## src/rtl/alu_pkg.sv

```systemverilog
// Shared definitions for the ALU execute block: opcodes, FSM state encoding,
// flag bit positions and small opcode classification helpers.
package alu_pkg;

  localparam int unsigned OpWidth   = 4;
  localparam int unsigned FlagWidth = 4;

  // Bit positions inside the Flags vector
  localparam int unsigned FLAG_C = 0;
  localparam int unsigned FLAG_Z = 1;
  localparam int unsigned FLAG_N = 2;
  localparam int unsigned FLAG_V = 3;

  typedef enum logic [OpWidth-1:0] {
    OP_ADD  = 4'd0,
    OP_ADC  = 4'd1,
    OP_SUB  = 4'd2,
    OP_SBC  = 4'd3,
    OP_AND  = 4'd4,
    OP_OR   = 4'd5,
    OP_XOR  = 4'd6,
    OP_NOT  = 4'd7,
    OP_SHL  = 4'd8,
    OP_SHR  = 4'd9,
    OP_ROR  = 4'd10,
    OP_MULL = 4'd11,
    OP_MULH = 4'd12,
    OP_CMP  = 4'd13,
    OP_MOV  = 4'd14,
    OP_RSVD = 4'd15
  } alu_op_e;

  typedef enum logic [1:0] {
    ST_IDLE = 2'd0,
    ST_EXEC = 2'd1,
    ST_MUL  = 2'd2,
    ST_WB   = 2'd3
  } alu_state_e;

  // Multiply opcodes take the multi-cycle path
  function automatic logic op_is_mul(input alu_op_e op);
    return (op == OP_MULL) || (op == OP_MULH);
  endfunction

  // Opcodes that write their result back to the register file
  function automatic logic op_writes(input alu_op_e op);
    return !((op == OP_CMP) || (op == OP_RSVD));
  endfunction

endpackage

```

## src/rtl/alu_mul_seq.sv

```systemverilog
// Sequential shift-add multiplier, one multiplier bit per cycle.
// Ports: clk, rst_n (sync, active low), start (loads a/b and processes bit 0),
//        a, b (operands), done (one-cycle pulse once product is complete),
//        product (2*DataWidth-bit result, held until the next start).
module alu_mul_seq #(
  parameter int unsigned DataWidth = 8
) (
  input  logic                     clk,
  input  logic                     rst_n,
  input  logic                     start,
  input  logic [DataWidth-1:0]     a,
  input  logic [DataWidth-1:0]     b,
  output logic                     done,
  output logic [2*DataWidth-1:0]   product
);

  localparam int unsigned ProdWidth = 2 * DataWidth;
  localparam int unsigned CntWidth  = $clog2(DataWidth + 1);

  logic [ProdWidth-1:0] mcand;
  logic [DataWidth-1:0] mult;
  logic [CntWidth-1:0]  cnt;
  logic                 run;

  // Bit 0 is consumed on the start edge, the remaining bits on the following
  // DataWidth-1 edges, so done is visible during the DataWidth-th cycle.
  always_ff @(posedge clk) begin
    if (!rst_n) begin
      mcand   <= '0;
      mult    <= '0;
      cnt     <= '0;
      run     <= 1'b0;
      done    <= 1'b0;
      product <= '0;
    end else begin
      done <= 1'b0;
      if (start) begin
        product <= b[0] ? ProdWidth'(a) : '0;
        mcand   <= ProdWidth'(a) << 1;
        mult    <= b >> 1;
        cnt     <= CntWidth'(DataWidth - 1);
        run     <= 1'b1;
      end else if (run) begin
        if (mult[0]) begin
          product <= product + mcand;
        end
        mcand <= mcand << 1;
        mult  <= mult >> 1;
        cnt   <= cnt - CntWidth'(1);
        if (cnt == CntWidth'(1)) begin
          run  <= 1'b0;
          done <= 1'b1;
        end
      end
    end
  end

endmodule

```

## src/rtl/alu_exec.sv

```systemverilog
// ALU execute stage: latches an operation in IDLE, computes it (single cycle
// or sequential multiply), then spends one write-back cycle driving the
// register file.
// Ports: Clk, Reset_N (sync, active low), Start/Op/SrcA/SrcB/DstSel (request),
//        Result/REG_Dst/REG_WE (write-back, REG_WE active low),
//        Flags ({V,N,Z,C}), Busy (not IDLE), Done (write-back pulse).
module alu_exec
  import alu_pkg::*;
#(
  parameter int unsigned DataWidth  = 8,
  parameter int unsigned SelectSize = 3
) (
  input  logic                  Clk,
  input  logic                  Reset_N,
  input  logic                  Start,
  input  logic [OpWidth-1:0]    Op,
  input  logic [DataWidth-1:0]  SrcA,
  input  logic [DataWidth-1:0]  SrcB,
  input  logic [SelectSize-1:0] DstSel,
  output logic [DataWidth-1:0]  Result,
  output logic [SelectSize-1:0] REG_Dst,
  output logic                  REG_WE,
  output logic [FlagWidth-1:0]  Flags,
  output logic                  Busy,
  output logic                  Done
);

  localparam int unsigned W   = DataWidth;
  localparam int unsigned WP1 = DataWidth + 1;

  alu_state_e           state;
  alu_op_e              op_q;
  alu_op_e              op_in_c;
  logic [W-1:0]         a_q;
  logic [W-1:0]         b_q;
  logic                 mul_start_c;
  logic                 mul_done;
  logic [2*W-1:0]       mul_product;
  logic                 cin_c;
  logic [W:0]           sum_c;
  logic [W:0]           diff_c;
  logic [W-1:0]         res_c;
  logic                 c_c;
  logic                 v_c;
  logic [FlagWidth-1:0] flags_c;

  assign op_in_c     = alu_op_e'(Op);
  assign mul_start_c = (state == ST_IDLE) && Start && op_is_mul(op_in_c);

  alu_mul_seq #(
    .DataWidth(DataWidth)
  ) u_mul (
    .clk    (Clk),
    .rst_n  (Reset_N),
    .start  (mul_start_c),
    .a      (SrcA),
    .b      (SrcB),
    .done   (mul_done),
    .product(mul_product)
  );

  // Carry-in comes from the flags held before the op; diff_c[W] is the borrow
  assign cin_c  = Flags[FLAG_C];
  assign sum_c  = {1'b0, a_q} + {1'b0, b_q} + WP1'((op_q == OP_ADC) ? cin_c : 1'b0);
  assign diff_c = {1'b0, a_q} - {1'b0, b_q} - WP1'((op_q == OP_SBC) ? cin_c : 1'b0);

  // Result and flag generation for the latched operation
  always_comb begin
    res_c   = Result;
    c_c     = 1'b0;
    v_c     = 1'b0;
    flags_c = '0;
    case (op_q)
      OP_ADD, OP_ADC: begin
        res_c = sum_c[W-1:0];
        c_c   = sum_c[W];
        v_c   = (a_q[W-1] == b_q[W-1]) && (sum_c[W-1] != a_q[W-1]);
      end
      OP_SUB, OP_SBC, OP_CMP: begin
        res_c = diff_c[W-1:0];
        c_c   = diff_c[W];
        v_c   = (a_q[W-1] != b_q[W-1]) && (diff_c[W-1] != a_q[W-1]);
      end
      OP_AND:  res_c = a_q & b_q;
      OP_OR:   res_c = a_q | b_q;
      OP_XOR:  res_c = a_q ^ b_q;
      OP_NOT:  res_c = ~a_q;
      OP_MOV:  res_c = b_q;
      OP_SHL: begin
        res_c = {a_q[W-2:0], 1'b0};
        c_c   = a_q[W-1];
      end
      OP_SHR: begin
        res_c = {1'b0, a_q[W-1:1]};
        c_c   = a_q[0];
      end
      OP_ROR: begin
        res_c = {cin_c, a_q[W-1:1]};
        c_c   = a_q[0];
      end
      OP_MULL: begin
        res_c = mul_product[W-1:0];
        c_c   = |mul_product[2*W-1:W];
      end
      OP_MULH: begin
        res_c = mul_product[2*W-1:W];
        c_c   = |mul_product[2*W-1:W];
      end
      default: ;
    endcase
    flags_c[FLAG_C] = c_c;
    flags_c[FLAG_Z] = (res_c == '0);
    flags_c[FLAG_N] = res_c[W-1];
    flags_c[FLAG_V] = v_c;
  end

  // Control FSM with registered outputs
  always_ff @(posedge Clk) begin
    if (!Reset_N) begin
      state   <= ST_IDLE;
      op_q    <= OP_ADD;
      a_q     <= '0;
      b_q     <= '0;
      Result  <= '0;
      Flags   <= '0;
      REG_Dst <= '0;
      REG_WE  <= 1'b1;
      Busy    <= 1'b0;
      Done    <= 1'b0;
    end else begin
      case (state)
        ST_IDLE: begin
          Done   <= 1'b0;
          REG_WE <= 1'b1;
          if (Start) begin
            a_q     <= SrcA;
            b_q     <= SrcB;
            op_q    <= op_in_c;
            REG_Dst <= DstSel;
            Busy    <= 1'b1;
            state   <= op_is_mul(op_in_c) ? ST_MUL : ST_EXEC;
          end
        end
        ST_EXEC: begin
          if (op_q != OP_RSVD) begin
            Flags <= flags_c;
          end
          if (op_writes(op_q)) begin
            Result <= res_c;
          end
          REG_WE <= !op_writes(op_q);
          Done   <= 1'b1;
          state  <= ST_WB;
        end
        ST_MUL: begin
          if (mul_done) begin
            Result <= res_c;
            Flags  <= flags_c;
            REG_WE <= 1'b0;
            Done   <= 1'b1;
            state  <= ST_WB;
          end
        end
        ST_WB: begin
          REG_WE <= 1'b1;
          Done   <= 1'b0;
          Busy   <= 1'b0;
          state  <= ST_IDLE;
        end
        default: state <= ST_IDLE;
      endcase
    end
  end

endmodule

```

## config.mk

```make
export PLATFORM = sky130hd
export DESIGN_NAME = alu_exec
export DESIGN_NICKNAME = d
export VERILOG_FILES = /design/src/rtl/alu_pkg.sv /design/src/rtl/alu_mul_seq.sv /design/src/rtl/alu_exec.sv
export SDC_FILE = /design/constraint.sdc
export NUM_CORES = 1
export LEC_CHECK = 0
export ABC_AREA = 1
export CAP_MARGIN = 20
export CORE_MARGIN = 8
export CORE_UTILIZATION = 55
export DETAILED_ROUTE_END_ITERATION = 8
export PLACE_DENSITY = 0.87
export SETUP_SLACK_MARGIN = 0.5
export SLEW_MARGIN = 40
export SYNTH_ARGS = -nofsm -noshare
export SYNTH_HDL_FRONTEND = slang
export SYNTH_HIERARCHICAL = 1
export SYNTH_SLANG_ARGS = --single-unit
```

## constraint.sdc

```tcl
create_clock -name Clk -period 3.6 [get_ports Clk]
set_clock_uncertainty 0.15 [all_clocks]
set_input_delay 0.54 -clock Clk [delete_from_list [all_inputs] [get_ports Clk]]
set_output_delay 0.54 -clock Clk [all_outputs]
set_load 0.02 [all_outputs]
```

# Yosys cells after proc, flatten, opt, wreduce, memory -nomap -nowiden
# Cells that the tools add are included.
# word_totals
regBits	84
latch_bits	0
ram_bits	0
rom_bits	0
inputBits	26
out_inout_bits	18
wordCells	122
n_memories	0
# op_classes
addsub	6
mul	0
div	0
order_cmp	0
n_eq_ne	30
shift	0
n_mux	35
bitwise	6
n_reduce_logical	27
# op_table
op	n
$pmux W8 S12	1
$mux W16	3
$eq A4 B4 Y1 const B	10
$mux W8	3
$mux W9	2
$add A16 B16 Y16	1
$eq A4 B3 Y1 const B	4
$pmux W8 S2	1
$mux W7	2
$reduce_or A2 Y1	5
$add A8 B8 Y9	1
$add A9 B1 Y9	1
$mux W1	9
$sub A8 B8 Y9	1
$sub A9 B1 Y9	1
$and A8 B8 Y8	1
$eq A4 B1 Y1 const B	2
$eq A4 B2 Y1 const B	2
$logic_not A8 Y1	1
$mux W4	2
$not A8 Y8	1
$or A8 B8 Y8	1
$pmux W2 S4	1
$pmux W4 S2	1
24 further kinds	47

# Longest topological paths before layout
# depth
ltp_word	8
depth_mapped	20
depth_no_buf	20

# Cells and area by module
# The synthesis kept the hierarchy.
# by_module_without_submodules
module	instances	cells_per_inst	area_each_um2
alu_exec	1	573	3469.6
alu_mul_seq	1	393	2651.3

# Worst setup path before layout
# Ideal clock, no wire load.
# synth_timing
path_type	reg-to-reg
start	register op_q[1]
end	register Flags[1]
setup_ns	0.070
arrival_ns	2.439
required_time_ns	3.380
slack_ns	0.942
path_stages_with_launch	14
path_buffers	0
cell_sequence	dfxtp_1 -> nand2_2 -> inv_2 -> nand3_1 -> fa_1 -> fa_1 -> or2_2 -> nand3_1 -> nand3b_1 -> o21ai_1 -> nand3_1 -> nor2_1 -> nand2_1 -> a21oi_1
# synth_between
elab_chain_len	7
# synth_rtl
element	line_no	text
from (decl)	alu_exec.sv:32	alu_op_e op_q;
from (signal assigned)	alu_exec.sv:138	op_q <= op_in_c;
$eq A4 B2 Y1 / $eq A4 B1 Y1 (equally long branches)	alu_exec.sv:65, alu_exec.sv:73, alu_exec.sv:64	
$mux W1 (on tied branches)	alu_exec.sv:65, alu_exec.sv:64	
$sub A9 B1 Y9 / $add A9 B1 Y9 (equally long branches)	alu_exec.sv:65, alu_exec.sv:64	
$pmux W8 S12	alu_exec.sv:73	case (op_q)
$logic_not A8 Y1	alu_exec.sv:112	flags_c[FLAG_Z] = (res_c == '0);
$mux W4 (on tied branches)	alu_exec.sv:156, alu_exec.sv:145	
$pmux W4 S2	alu_exec.sv:131	case (state)
to (signal assigned)	alu_exec.sv:146	Flags <= flags_c;
to (signal assigned)	alu_exec.sv:158	Flags <= flags_c;
to (decl)	alu_exec.sv:23	output logic [FlagWidth-1:0] Flags,
# Several ways; a longest one is shown, not always the timed one. The select of a mux whose other input is x is not followed.
# A chain may end at the register's enable or synchronous reset.

# Final worst setup path
# layout_timing
start	register op_q[0]
end	register Flags[1]
# Same word-level chain as after synthesis.

==> flow_summary.json <==
{
  "run_status": "finished clean",
  "routed_wl_mm": 17.65,
  "fin_nets": 1086,
  "timing.final.crit_share_pct": 80.66,
  "slew_viol_final": 0,
  "syn-num-nets": 1047,
  "worst_path_most_repeated_cell": "nand2_1",
  "leakagePower_nw": 3.271,
  "drt-vias-per-instance": 5.566,
  "postSynth.asyncResetShare_pct": 0,
  "unrepaired_setup_endpoints_after_global_routing": "false",
  "postSynth.topFlopCell": "dfxtp_1",
  "yosysTopAreaCell": "dfxtp_1",
  "final_layout_size_suffix_gt1_share_pct": 6.931,
  "max-slew-margin-rel_pct": 50.43,
  "grt_pass1_wl_mm": 28.55,
  "dp.final_hpwl_mm": 13.84,
  "via_count_of_the_first_global_routing_pass": 5838,
  "finalWorstSetupSlack_ns": 0.6963,
  "ctsLongestPathBuffers": 2,
  "clock_pin_slew_worst_setup_and_hold_paths_ns": 0.11,
  "synth_top_cells_by_count": "nand2_1 (261), inv_1 (134), nor2_1 (93)",
  "grt_util_met1_pct": 30.93,
  "placeableCoreArea_um2": 10840,
  "ctsRootBufferMaster": "clkbuf_8",
  "grt_start_max_net_pins": 54,
  "synth_enable_flop_cells": 0,
  "die_area_um2": 14760,
  "post_synthesis_instance_area_um2": 6121,
  "setup.worst_path.end_class": "flip-flop",
  "firstDrtPassIters": 5,
  "tightest_slew_ns": 0.7408,
  "detail_route.drc_violations": 0,
  "worst_path_max_delay_cell": "fa_1",
  "critical_path_arrival_ns": 3.08,
  "number_of_storage_elements_in_the_synthesis_netlist": 84,
  "yosys.cell_count.top_type": "nand2_1",
  "synth.top_cells.by_area": "dfxtp_1 (27%), nand2_1 (16%), ha_1 (10%), inv_1 (8.2%), nor2_1 (5.7%)",
  "antenna-diode-count": 0,
  "crit_path_max_incr_delay_ns": 0.42,
  "synth-warning-count": 6,
  "syn_inst": 966,
  "finalHoldViolations": 0,
  "setup-violations-final": 0,
  "total_number_of_vias": 6401,
  "globalRouteMet3Util_pct": 4.653,
  "pre_cts_ws_ns": 0.6708,
  "grt_antenna_before_repair": 0,
  "fmax_mhz": 344.4,
  "hold_path_class": "reg -> reg",
  "post_cts.repair.setup_buffers": 0,
  "post_drt_wl_per_cell_um": 15.35,
  "synth.yosys.seq_area_share_pct": 27.47,
  "grt_remaining_overflow": 0,
  "antenna_violating_nets_post_route": 0,
  "fin_tns_setup_ns": 0,
  "cts_inserted_buffers": 9,
  "area_delta_synth_final_pct": 12.67,
  "yosysTopAreaCellShare_pct": 27.47,
  "cts_resized": 0,
  "critPathLaunchType": "flip-flop",
  "grt_util_all_layers_pct": 23.95,
  "finalWorstPathRequiredPeriod_ns": 2.904,
  "drt_first_iter_violations": 477,
  "reg2reg_setup_slack_ns": 0.70,
  "clkSinkCount": 84,
  "worst_ep_required_time_ns": 3.78,
  "die_width_um": 121.5,
  "routabilityCongestion": 0.9830,
  "timing.critical_path.fanout_max": 5,
  "port_buffers": 43,
  "clock_tree_from_tritoncts": "yes",
  "effective_utilization_at_floorplan_pct": 56.46,
  "htree_num_levels": 3,
  "powerDensity_nw_per_um2": 625.7,
  "clk_latency_ns": 0.38,
  "timing.max_cap.violations": 0,
  "cts_hold_buf": 0,
  "total_power_w": 0.004315,
  "dieHeight_um": 121.5,
  "synth.avg_cell_area_um2": 6.336,
  "floorplan.rows": 38,
  "floorplan.io_pins": 44,
  "max_rail_drop_vdd_mv": 0.5117,
  "globalRoute.busiestLayer": "met2",
  "worst-setup-path-type": "reg -> reg",
  "post_synth_num_cell_types": 41,
  "global_routing_met2_resource_utilization_pct": 37.38,
  "cp_cell_sequence": "inv_1 -> nor2_2 -> nand3_1 -> fa_1 -> fa_1 -> inv_1 -> nand2_1 -> nand2_1 -> nand3_1 -> nand2_1 -> nor2_1 -> nor2_1 -> nand3_1 -> nor2_1 -> nand2_1 -> nor2_1 -> nand2_1 -> a21oi_1"
}
[layer usage]
metal	routed length (um)	up-vias
met2	7866	269
met3	1425	48
met4	628	0
met5	0	-
met1	7729	2884
li1	-	3200
[sequential cells by signal, indices dropped and copies added (netlist names)]
register / flops
u_mul/product: 16
u_mul/mcand: 15
Result: 8
a_q: 8
b_q: 8
u_mul/mult: 7
Flags: 4
op_q: 4
u_mul/cnt: 4
REG_Dst: 3
state: 2
Busy: 1
Done: 1
REG_WE: 1
u_mul/done: 1
u_mul/run: 1
[placed cells by master (no fill, tap or decap), types with 3 or more instances in the layout]
master and n:
o21ai_0 58, nor2_2 10, a21oi_2 3, o22ai_1 5
nand4_1 12, nand3_2 6, inv_1 134, o211ai_1 6
a211oi_1 3, or2_2 4, o221ai_1 4, inv_6 3
nand3b_1 9, nand3_1 67, xor2_1 4, nor3_1 8
dfxtp_1 82, a21oi_1 69, nand2_1 261, fa_1 5
inv_2 13, a31oi_1 8, clkbuf_8 9, nand2_2 7
nor2_1 90, clkdlybuf4s50_1 43, o21ai_1 9, a22oi_1 4
ha_1 50, buf_4 6
[cell families (layout without fill, tap and decap cells)]
family | count (synthesis) | in the layout | share of synthesized area [%]
compound gates | 174 | 174 | 15.70
xor+xnor | 4 | 4 | 0.5723
fa+ha+maj | 55 | 55 | 11.86
buf+inv | 169 | 213 | 10.63
flops | 84 | 84 | 27.47
simple gates | 480 | 480 | 33.77
[final timing paths]
check / from / end / cells past startpoint
worst max-delay path: op_q[0] / Flags[1] / 18
worst min-delay path: u_mul/cnt[1] / u_mul/cnt[1] / 2
worst max register to register: op_q[0] / Flags[1] / 18
worst min register to register: u_mul/cnt[1] / u_mul/cnt[1] / 2
[cell type report]
cell class                 count  area [um^2]
clock inverter                 7        86.33
multi-input combinational    713         3796
tap                          140        175.2
timing repair buffer          49        475.5
inverter                     148        555.5
clock buffer                   9        123.9
sequential                    84         1684
fill                        1017         3944
[where the power goes]
part / total [W] / internal, W / switching, W
clock network: 0.000740 / 0.000338 / 0.000402
registers: 0.00131 / 0.00113 / 0.000179
logic: 0.00227 / 0.000810 / 0.00146
total: 0.00432 / 0.00227 / 0.00204
[stage by stage]
| stage | area [um^2] | utilization [%] | hold WS [ns] | instances |
|---|---|---|---|---|
| 2_1_floorplan | 6121 | - | 0.2787 | 966 |
| 3_3_place_gp | 6679 | 61.61 | 0.2978 | 1134 |
| 3_5_place_dp | 6679 | 61.61 | 0.3100 | 1134 |
| 4_1_cts | 6889 | 63.55 | 0.3243 | 1150 |
| 5_1_grt | 6897 | 63.62 | 0.3439 | 1150 |
| 6_report | 6897 | 63.62 | 0.3191 | 1150 |
[critical path, delay by kind of cell (launching register included)]
family | cells | cell delay, ns
simple gates | 13 | 1.21
buf+inv | 2 | 0.19
compound gates | 1 | 0.11
flops | 1 | 0.37
fa+ha+maj | 2 | 0.82
(Power assumes the default switching activity.)
